**src/rtl/hazard_if.sv**
```systemverilog
// Hazard controller signal bundle: pipeline hazard inputs and PC/IF-ID/ID-EX controls.
// The master side sources hazard inputs; the slave side (hazard_ctrl) drives the pipeline controls.
interface hazard_if;
   logic        IDEXMemRead;
   logic [4:0]  IDEXrd;
   logic [4:0]  IFIDrs1;
   logic [4:0]  IFIDrs2;
   logic        Branch_taken;
   logic        JALR_taken;
   logic        pc_write;
   logic        IFID_write;
   logic        IFID_flush;
   logic        IDEX_flush;
   logic        busy;
   logic [15:0] stall_count;
   logic [15:0] redirect_count;

   modport master (
      output IDEXMemRead, IDEXrd, IFIDrs1, IFIDrs2, Branch_taken, JALR_taken,
      input  pc_write, IFID_write, IFID_flush, IDEX_flush, busy, stall_count, redirect_count
   );

   modport slave (
      input  IDEXMemRead, IDEXrd, IFIDrs1, IFIDrs2, Branch_taken, JALR_taken,
      output pc_write, IFID_write, IFID_flush, IDEX_flush, busy, stall_count, redirect_count
   );
endinterface

```
**src/rtl/hazard_ctrl.sv**
```systemverilog
// Load-use stall / redirect flush controller; controls are combinational, same cycle as inputs.
// No backpressure: redirect outranks a load-use hazard, and a hazard is only sampled in RUN.
module hazard_ctrl #(
   parameter int LOAD_BUBBLES     = 1,
   parameter int REDIRECT_BUBBLES = 1
) (
   input  logic   clk,
   input  logic   reset,
   hazard_if.slave hif
);

   typedef enum logic [1:0] {
      RUN    = 2'd0,
      LSTALL = 2'd1,
      RFLUSH = 2'd2
   } state_t;

   localparam logic [2:0] LOAD_CNT     = 3'(LOAD_BUBBLES - 1);
   localparam logic [2:0] REDIRECT_CNT = 3'(REDIRECT_BUBBLES - 1);

   state_t     state;
   logic [2:0] cnt;
   logic       redirect;
   logic       hazard;

   assign redirect = hif.Branch_taken | hif.JALR_taken;
   assign hazard   = hif.IDEXMemRead && (hif.IDEXrd != 5'd0) &&
                     ((hif.IDEXrd == hif.IFIDrs1) || (hif.IDEXrd == hif.IFIDrs2));

   assign hif.busy = (state != RUN);

   always_comb begin
      hif.pc_write   = 1'b1;
      hif.IFID_write = 1'b1;
      hif.IFID_flush = 1'b0;
      hif.IDEX_flush = 1'b0;
      if (reset) begin
         hif.pc_write   = 1'b0;
         hif.IFID_write = 1'b0;
         hif.IFID_flush = 1'b1;
         hif.IDEX_flush = 1'b1;
      end else if (redirect || state == RFLUSH) begin
         hif.IFID_flush = 1'b1;
         hif.IDEX_flush = 1'b1;
      end else if (state == LSTALL || hazard) begin
         // Freeze PC and IF/ID, bubble ID/EX until the load result is forwardable
         hif.pc_write   = 1'b0;
         hif.IFID_write = 1'b0;
         hif.IDEX_flush = 1'b1;
      end
   end

   always_ff @(posedge clk or posedge reset) begin
      if (reset) begin
         state              <= RUN;
         cnt                <= 3'd0;
         hif.stall_count    <= 16'd0;
         hif.redirect_count <= 16'd0;
      end else begin
         if (redirect) begin
            if (hif.redirect_count != 16'hFFFF)
               hif.redirect_count <= hif.redirect_count + 16'd1;
            if (REDIRECT_BUBBLES > 1) begin
               state <= RFLUSH;
               cnt   <= REDIRECT_CNT;
            end else begin
               state <= RUN;
               cnt   <= 3'd0;
            end
         end else begin
            case (state)
               RUN: begin
                  if (hazard && LOAD_BUBBLES > 1) begin
                     state <= LSTALL;
                     cnt   <= LOAD_CNT;
                  end
               end
               LSTALL, RFLUSH: begin
                  cnt <= cnt - 3'd1;
                  if (cnt == 3'd1)
                     state <= RUN;
               end
               default: begin
                  state <= RUN;
                  cnt   <= 3'd0;
               end
            endcase
         end

         if (!hif.pc_write && hif.stall_count != 16'hFFFF)
            hif.stall_count <= hif.stall_count + 16'd1;
      end
   end

endmodule

```
**src/flat_wrapper.sv**
```systemverilog
// flat-port wrapper written by rule: the top's interface ports become plain ports
module hazard_ctrl_flat 
#(
   parameter int LOAD_BUBBLES     = 1,
   parameter int REDIRECT_BUBBLES = 1
)
  (clk, reset, hif_IDEXMemRead, hif_IDEXrd, hif_IFIDrs1, hif_IFIDrs2, hif_Branch_taken, hif_JALR_taken, hif_pc_write, hif_IFID_write, hif_IFID_flush, hif_IDEX_flush, hif_busy, hif_stall_count, hif_redirect_count);
  hazard_if hif_i ();
  input  logic clk;
  input  logic reset;
  input wire logic [$bits(hif_i.IDEXMemRead)-1:0] hif_IDEXMemRead;
  input wire logic [$bits(hif_i.IDEXrd)-1:0] hif_IDEXrd;
  input wire logic [$bits(hif_i.IFIDrs1)-1:0] hif_IFIDrs1;
  input wire logic [$bits(hif_i.IFIDrs2)-1:0] hif_IFIDrs2;
  input wire logic [$bits(hif_i.Branch_taken)-1:0] hif_Branch_taken;
  input wire logic [$bits(hif_i.JALR_taken)-1:0] hif_JALR_taken;
  output wire logic [$bits(hif_i.pc_write)-1:0] hif_pc_write;
  output wire logic [$bits(hif_i.IFID_write)-1:0] hif_IFID_write;
  output wire logic [$bits(hif_i.IFID_flush)-1:0] hif_IFID_flush;
  output wire logic [$bits(hif_i.IDEX_flush)-1:0] hif_IDEX_flush;
  output wire logic [$bits(hif_i.busy)-1:0] hif_busy;
  output wire logic [$bits(hif_i.stall_count)-1:0] hif_stall_count;
  output wire logic [$bits(hif_i.redirect_count)-1:0] hif_redirect_count;
  assign hif_i.IDEXMemRead = hif_IDEXMemRead;
  assign hif_i.IDEXrd = hif_IDEXrd;
  assign hif_i.IFIDrs1 = hif_IFIDrs1;
  assign hif_i.IFIDrs2 = hif_IFIDrs2;
  assign hif_i.Branch_taken = hif_Branch_taken;
  assign hif_i.JALR_taken = hif_JALR_taken;
  assign hif_pc_write = hif_i.pc_write;
  assign hif_IFID_write = hif_i.IFID_write;
  assign hif_IFID_flush = hif_i.IFID_flush;
  assign hif_IDEX_flush = hif_i.IDEX_flush;
  assign hif_busy = hif_i.busy;
  assign hif_stall_count = hif_i.stall_count;
  assign hif_redirect_count = hif_i.redirect_count;
  hazard_ctrl #(.LOAD_BUBBLES(LOAD_BUBBLES), .REDIRECT_BUBBLES(REDIRECT_BUBBLES)) u_core (.clk(clk), .reset(reset), .hif(hif_i));
endmodule
```
**config.mk**
```make
export PLATFORM = sky130hd
export DESIGN_NAME = hazard_ctrl_flat
export DESIGN_NICKNAME = d
export VERILOG_FILES = /design/src/rtl/hazard_if.sv /design/src/rtl/hazard_ctrl.sv /design/src/flat_wrapper.sv
export SDC_FILE = /design/constraint.sdc
export NUM_CORES = 1
export LEC_CHECK = 0
export ABC_AREA = 1
export ABC_CLOCK_PERIOD_IN_PS = 2000
export BUFFER_PORTS_ARGS = -buffer_cell sky130_fd_sc_hd__buf_2
export CAP_MARGIN = 20
export CORE_UTILIZATION = 52
export CTS_BUF_LIST = sky130_fd_sc_hd__clkbuf_16
export DETAILED_ROUTE_END_ITERATION = 10
export PLACE_DENSITY = 0.79
export REMOVE_ABC_BUFFERS = 1
export SETUP_SLACK_MARGIN = 0.2
export SYNTH_ARGS = -nofsm -noshare
export SYNTH_HDL_FRONTEND = slang
export SYNTH_SLANG_ARGS = --single-unit
```
**constraint.sdc**
```tcl
create_clock -name clk -period 2 [get_ports clk]
set_input_delay 0.1 -clock clk [delete_from_list [all_inputs] [get_ports clk]]
set_output_delay 0.1 -clock clk [all_outputs]
set_load 0.02 [all_outputs]
```
Yosys cells after proc, flatten, opt, wreduce, memory -nomap -nowiden

Index checks and enable logic that the tools add are counted.

$add $sub $neg: 3
$mul: 0
Div/mod/pow operators: 0
Order comparisons: 0
Eq/ne operators: 9
Shift operators: 0
Multiplexer cells: 13
Bitwise gates (word level): 1
Reduce and logical (&&, ||, !) cells: 13

Operators by type and width:

| cell                  | number |
|---|---|
| $add 16x1->16 const B | 2 |
| $ne 16x16->1 const B  | 2 |
| $eq 5x5->1            | 2 |
| $mux 1                | 8 |
| $pmux 3 s2            | 1 |
| $reduce_bool 5->1     | 1 |
| $mux 2                | 2 |
| $pmux 2 s2            | 1 |
| $reduce_and 2->1      | 2 |
| $eq 3x1->1 const B    | 1 |
| $logic_and 1x1->1     | 3 |
| $logic_or 1x1->1      | 3 |
| $mux 3                | 1 |
| $ne 3x1->1 const B    | 1 |
| $sub 3x1->3 const B   | 1 |
| $eq 2x1->1 const B    | 1 |
| $eq 2x2->1 const B    | 1 |
| $logic_not 2->1       | 1 |
| $ne 2x1->1 const B    | 1 |
| $reduce_bool 2->1     | 1 |
| $reduce_or 2->1       | 1 |
| $logic_not 1->1       | 1 |
| $or 1x1->1            | 1 |

Flip-flop bits (word level): 37
Bits in latches: 0
RAM bits: 0
Bits in read-only memories: 0
Input port bits: 20
Logic and storage cells: 43
Memories kept: 0

Depth between registers and ports, before layout

Word-level depth: 9
Depth in mapped cells: 12
Gate-level depth less buffers: 11

Least setup slack after synthesis

No wires, ideal clock.

Path kind: register to register
From: reg u_core.hif.stall_count[0]
To: reg u_core.hif.stall_count[2]
Arrival: 1.625 ns
Slack: 0.257 ns
Cell stages (with the launch flop): 12
Path buffers: 1
Path through: dfrtp_1 > ha_1 > nand2_1 > nor2_2 > nand2_2 > nor2_2 > nand2_2 > nor2_4 > inv_2 > buf_6 > nand3_1 > nand2_1

Word-level cells in the longest chain between the ends: 2
Elaborated cells between the ends (all ways): 3
Classes of those cells: add/sub: 1; eq/ne: 1; reduce/logical: 1

RTL lines:

| element                                                               | RTL line          | text |
|---|---|---|
| start: declaration                                                    | hazard_if.sv:25   | `output pc_write, IFID_write, IFID_flush, IDEX_flush, busy, stall_count, redirect_count` |
| start signal: assignment                                              | hazard_ctrl.sv:91 | `hif.stall_count <= hif.stall_count + 16'd1;` |
| parallel branches: the longest is 2 deep, another holds $add 16x1->16 | -                 |  |

Parallel ways; which one is timed is not known.
A chain may end at the register's enable or synchronous reset.

Worst setup path after layout

From: reg u_core.hif.stall_count[0]
To: reg u_core.hif.stall_count[0]

The elaborated chain is that of the path after synthesis.

==> results.md <==
* Outcome: completed
* Synth warnings at 0
* Port Buffers at 55
* Cell count after synthesis at about 300
* Deepest level of the CTS H-tree at 2
* Final Max Slew Viols at 0
* Number of vias in the routed layout at 2052
* Tot GR Track Use at about a quarter
* Final Hold Fails at 0
* DRT antenna net count at 0
* DR pass1 iterations at 4
* Crit path kind: reg -> reg
* Fillers at 309
* Vias in the first global route at approximately 1900
* Clock latency on the worst-skew pair at about 280 ps
* Finished Cell Area at ~2600 um2
* Largest net degree at the start of global routing at 22
* TritonCTS clock tree: built
* Wire length of the first global-routing pass at around 8000 um
* Crit. End Element: register
* Sink Count at 32
* Max clock buf depth at 2
* Fin nets at ~380
* Initial antenna violation count at 0
* Setup TNS at 0 ps
* Initial DRC Count at 114
* Hold Path Class: in -> reg
* Die height at 65.1 um
* Layout area overhead at 26.1%
* WP data required at roughly 2200 ps
* Final Skew at roughly 2.4 ps
* Final Non-Filler Cells at about 400
* Post-synth EDFFs at 0
* DR WL/cell at 11.6 um
* Share of cells above drive strength 1 at between 20% and 30%
* Flip-flop and latch area at 801 um2
* Count leader, synth: nand2_1
* Root Driver: clkbuf_16
* Pleak at 1.39 nW
* Period minus WS final at between 1500 and 2000 ps
* Synthesized cell area at ~2100 um2
* DRC viols at 0
* Critical path arrival at about 1900 ps
* Placed cell areas at 2380 um2
* Register bit total from synthesis at 32
* Max-cap viol count at 0
* Cell area power density at around 950 nW/um2
* Detailed placement HPWL at approximately 3400 um
* Top Ports at between 50 and 60
* Rows at 22
* Peak supply drop at between 0.8 and 0.9 mV
* Post-Place Cells at 394
* Register area share after synthesis at approximately two fifths
* CTS Buf Count at 5
* Cell variety after synth at 22
* Routed vias/inst at between 5 and 6
* Critical Path Fanout Max at 14
* Die area at roughly 4200 um2
* Maximum clock rate at ~0.6 GHz
* CP startpoint kind: register
* Post-synth top cells: nand2_1 (104), nand3_1 (34), inv_1 (33)
* Core box area at 3740 um2
* WL final at ~4700 um
* Final Setup Violations at 0
* Final period util at ~83%
* Final GP Congestion at around 0.9
* Largest area contributor in the netlist: dfrtp_1
* Synth top area share at 38.7%
* CTS clock-pin slew for the worst setup and hold paths at about 50 ps
* Ys async rst share at 100%
* Power Total at ~0.0025 W
* Grt ovf at 0
* Multi-input logic area at approximately 1100 um2
* Area contributors post-synth: dfrtp_1 (39%), nand2_1 (19%), nand3_1 (8.2%)
* Initial Util at ~55%
* Die Wd at around 65 um
* Inserted Diodes at 0
* Synth Flop Type: dfrtp_1
* Syn_area_per_cell at 7.07 um2
* Unrepaired setup endpoints after global routing: no
==> power by group <==
part	switching [W]	leakage, nW	internal, W	total [W]
combinational	0.000444	0.892	0.000263	0.000707
sequential	0.000145	0.422	0.000761	0.000905
clock	0.000277	0.0798	0.000584	0.000861
==> cells in the final DEF, fill, tap and decap left out, types with 2 or more instances in the layout <==
| cell type | n |
|---|---|
| nand4_1 | 5 |
| dfrtp_1 | 32 |
| o21ai_0 | 4 |
| xor2_1 | 16 |
| buf_4 | 6 |
| nor2_2 | 4 |
| xnor2_1 | 12 |
| nand2_2 | 2 |
| nand2_1 | 103 |
| inv_1 | 33 |
| nor3_1 | 7 |
| inv_2 | 2 |
| clkbuf_16 | 5 |
| nor2_4 | 3 |
| nand3_1 | 34 |
| nor2_1 | 22 |
| buf_2 | 55 |
==> timing repair <==
item,in CTS,in global routing
gates resized for setup,2,8
pin swaps,0,0
endpoints found under the setup margin,5,30
hold endpoints to repair,32,0
hold buffers,1,0
setup buffers,0,1
==> metrics by stage <==
step	util [%]	worst slack, ps	hold WS, ps
finish	69.8	341	349
global route	69.8	167	393
CTS	68.6	161	441
detailed placement	63.7	150	166
global placement	63.7	175	173
floorplan	-	81.1	242
==> layer usage <==
layer  vias up  GRT usage, %  share of wire, %
met3         6          6.25               6.7
met4         0          7.88               1.2
li1       1024             -                 -
met5         -             0                 0
met1       944          32.6                47
met2        78          38.5                45
==> flip-flops by register name, indices dropped and copies added, names as in the netlist <==
name and count:
u_core.hif.stall_count 16, u_core.hif.redirect_count 16
==> path summary, 6_finish.rpt <==
| check | from | endpoint | slack (ps) | depth (start not counted) |
|---|---|---|---|---|
| hold / removal | hif_Branch_taken | u_core.hif.redirect_count[7] | 350 | 6 |
| setup / recovery | u_core.hif.stall_count[0] | u_core.hif.stall_count[0] | 340 | 11 |
| hold reg to reg | u_core.hif.stall_count[9] | u_core.hif.stall_count[9] | 520 | 2 |
| min in group asynchronous | reset | u_core.hif.redirect_count[7] | 440 | 4 |
| max in group asynchronous | reset | u_core.hif.stall_count[2] | 1370 | 4 |
| setup reg to reg | u_core.hif.stall_count[0] | u_core.hif.stall_count[0] | 340 | 11 |
==> critical path, stage by stage (launching register included) <==
cell and delay, ps:
dfrtp_1 350, ha_2 210, nand2_1 120, nor2_4 150
nand2_2 80, nor2_2 110, nand2_2 70, nor2_4 90
inv_2 140, nand2_8 150, nand2_1 60, nand2_1 50
==> area by class of cell <==
class / count / area share (%)
clock buffers: 5 / 4.79
clock inverters: 3 / 1.63
inverters: 35 / 5.03
multi-input cells: 219 / 42.9
flip-flops and latches: 32 / 30.7
well taps: 48 / 2.30
repair buffers: 62 / 12.6
==> kinds of logic (layout without fill, tap and decap cells) <==
| logic type | after synthesis | after routing | share of synthesized area (%) |
|---|---|---|---|
| fa+ha+maj | 2 | 2 | 1.21 |
| compound gates | 4 | 4 | 0.967 |
| simple gates | 184 | 184 | 37.9 |
| buf+inv | 42 | 105 | 9.18 |
| xor+xnor | 28 | 28 | 11.8 |
| other cells | 1 | 1 | 0.181 |
| flops | 32 | 32 | 38.7 |
No activity file was read; power rests on OpenSTA's default activity.
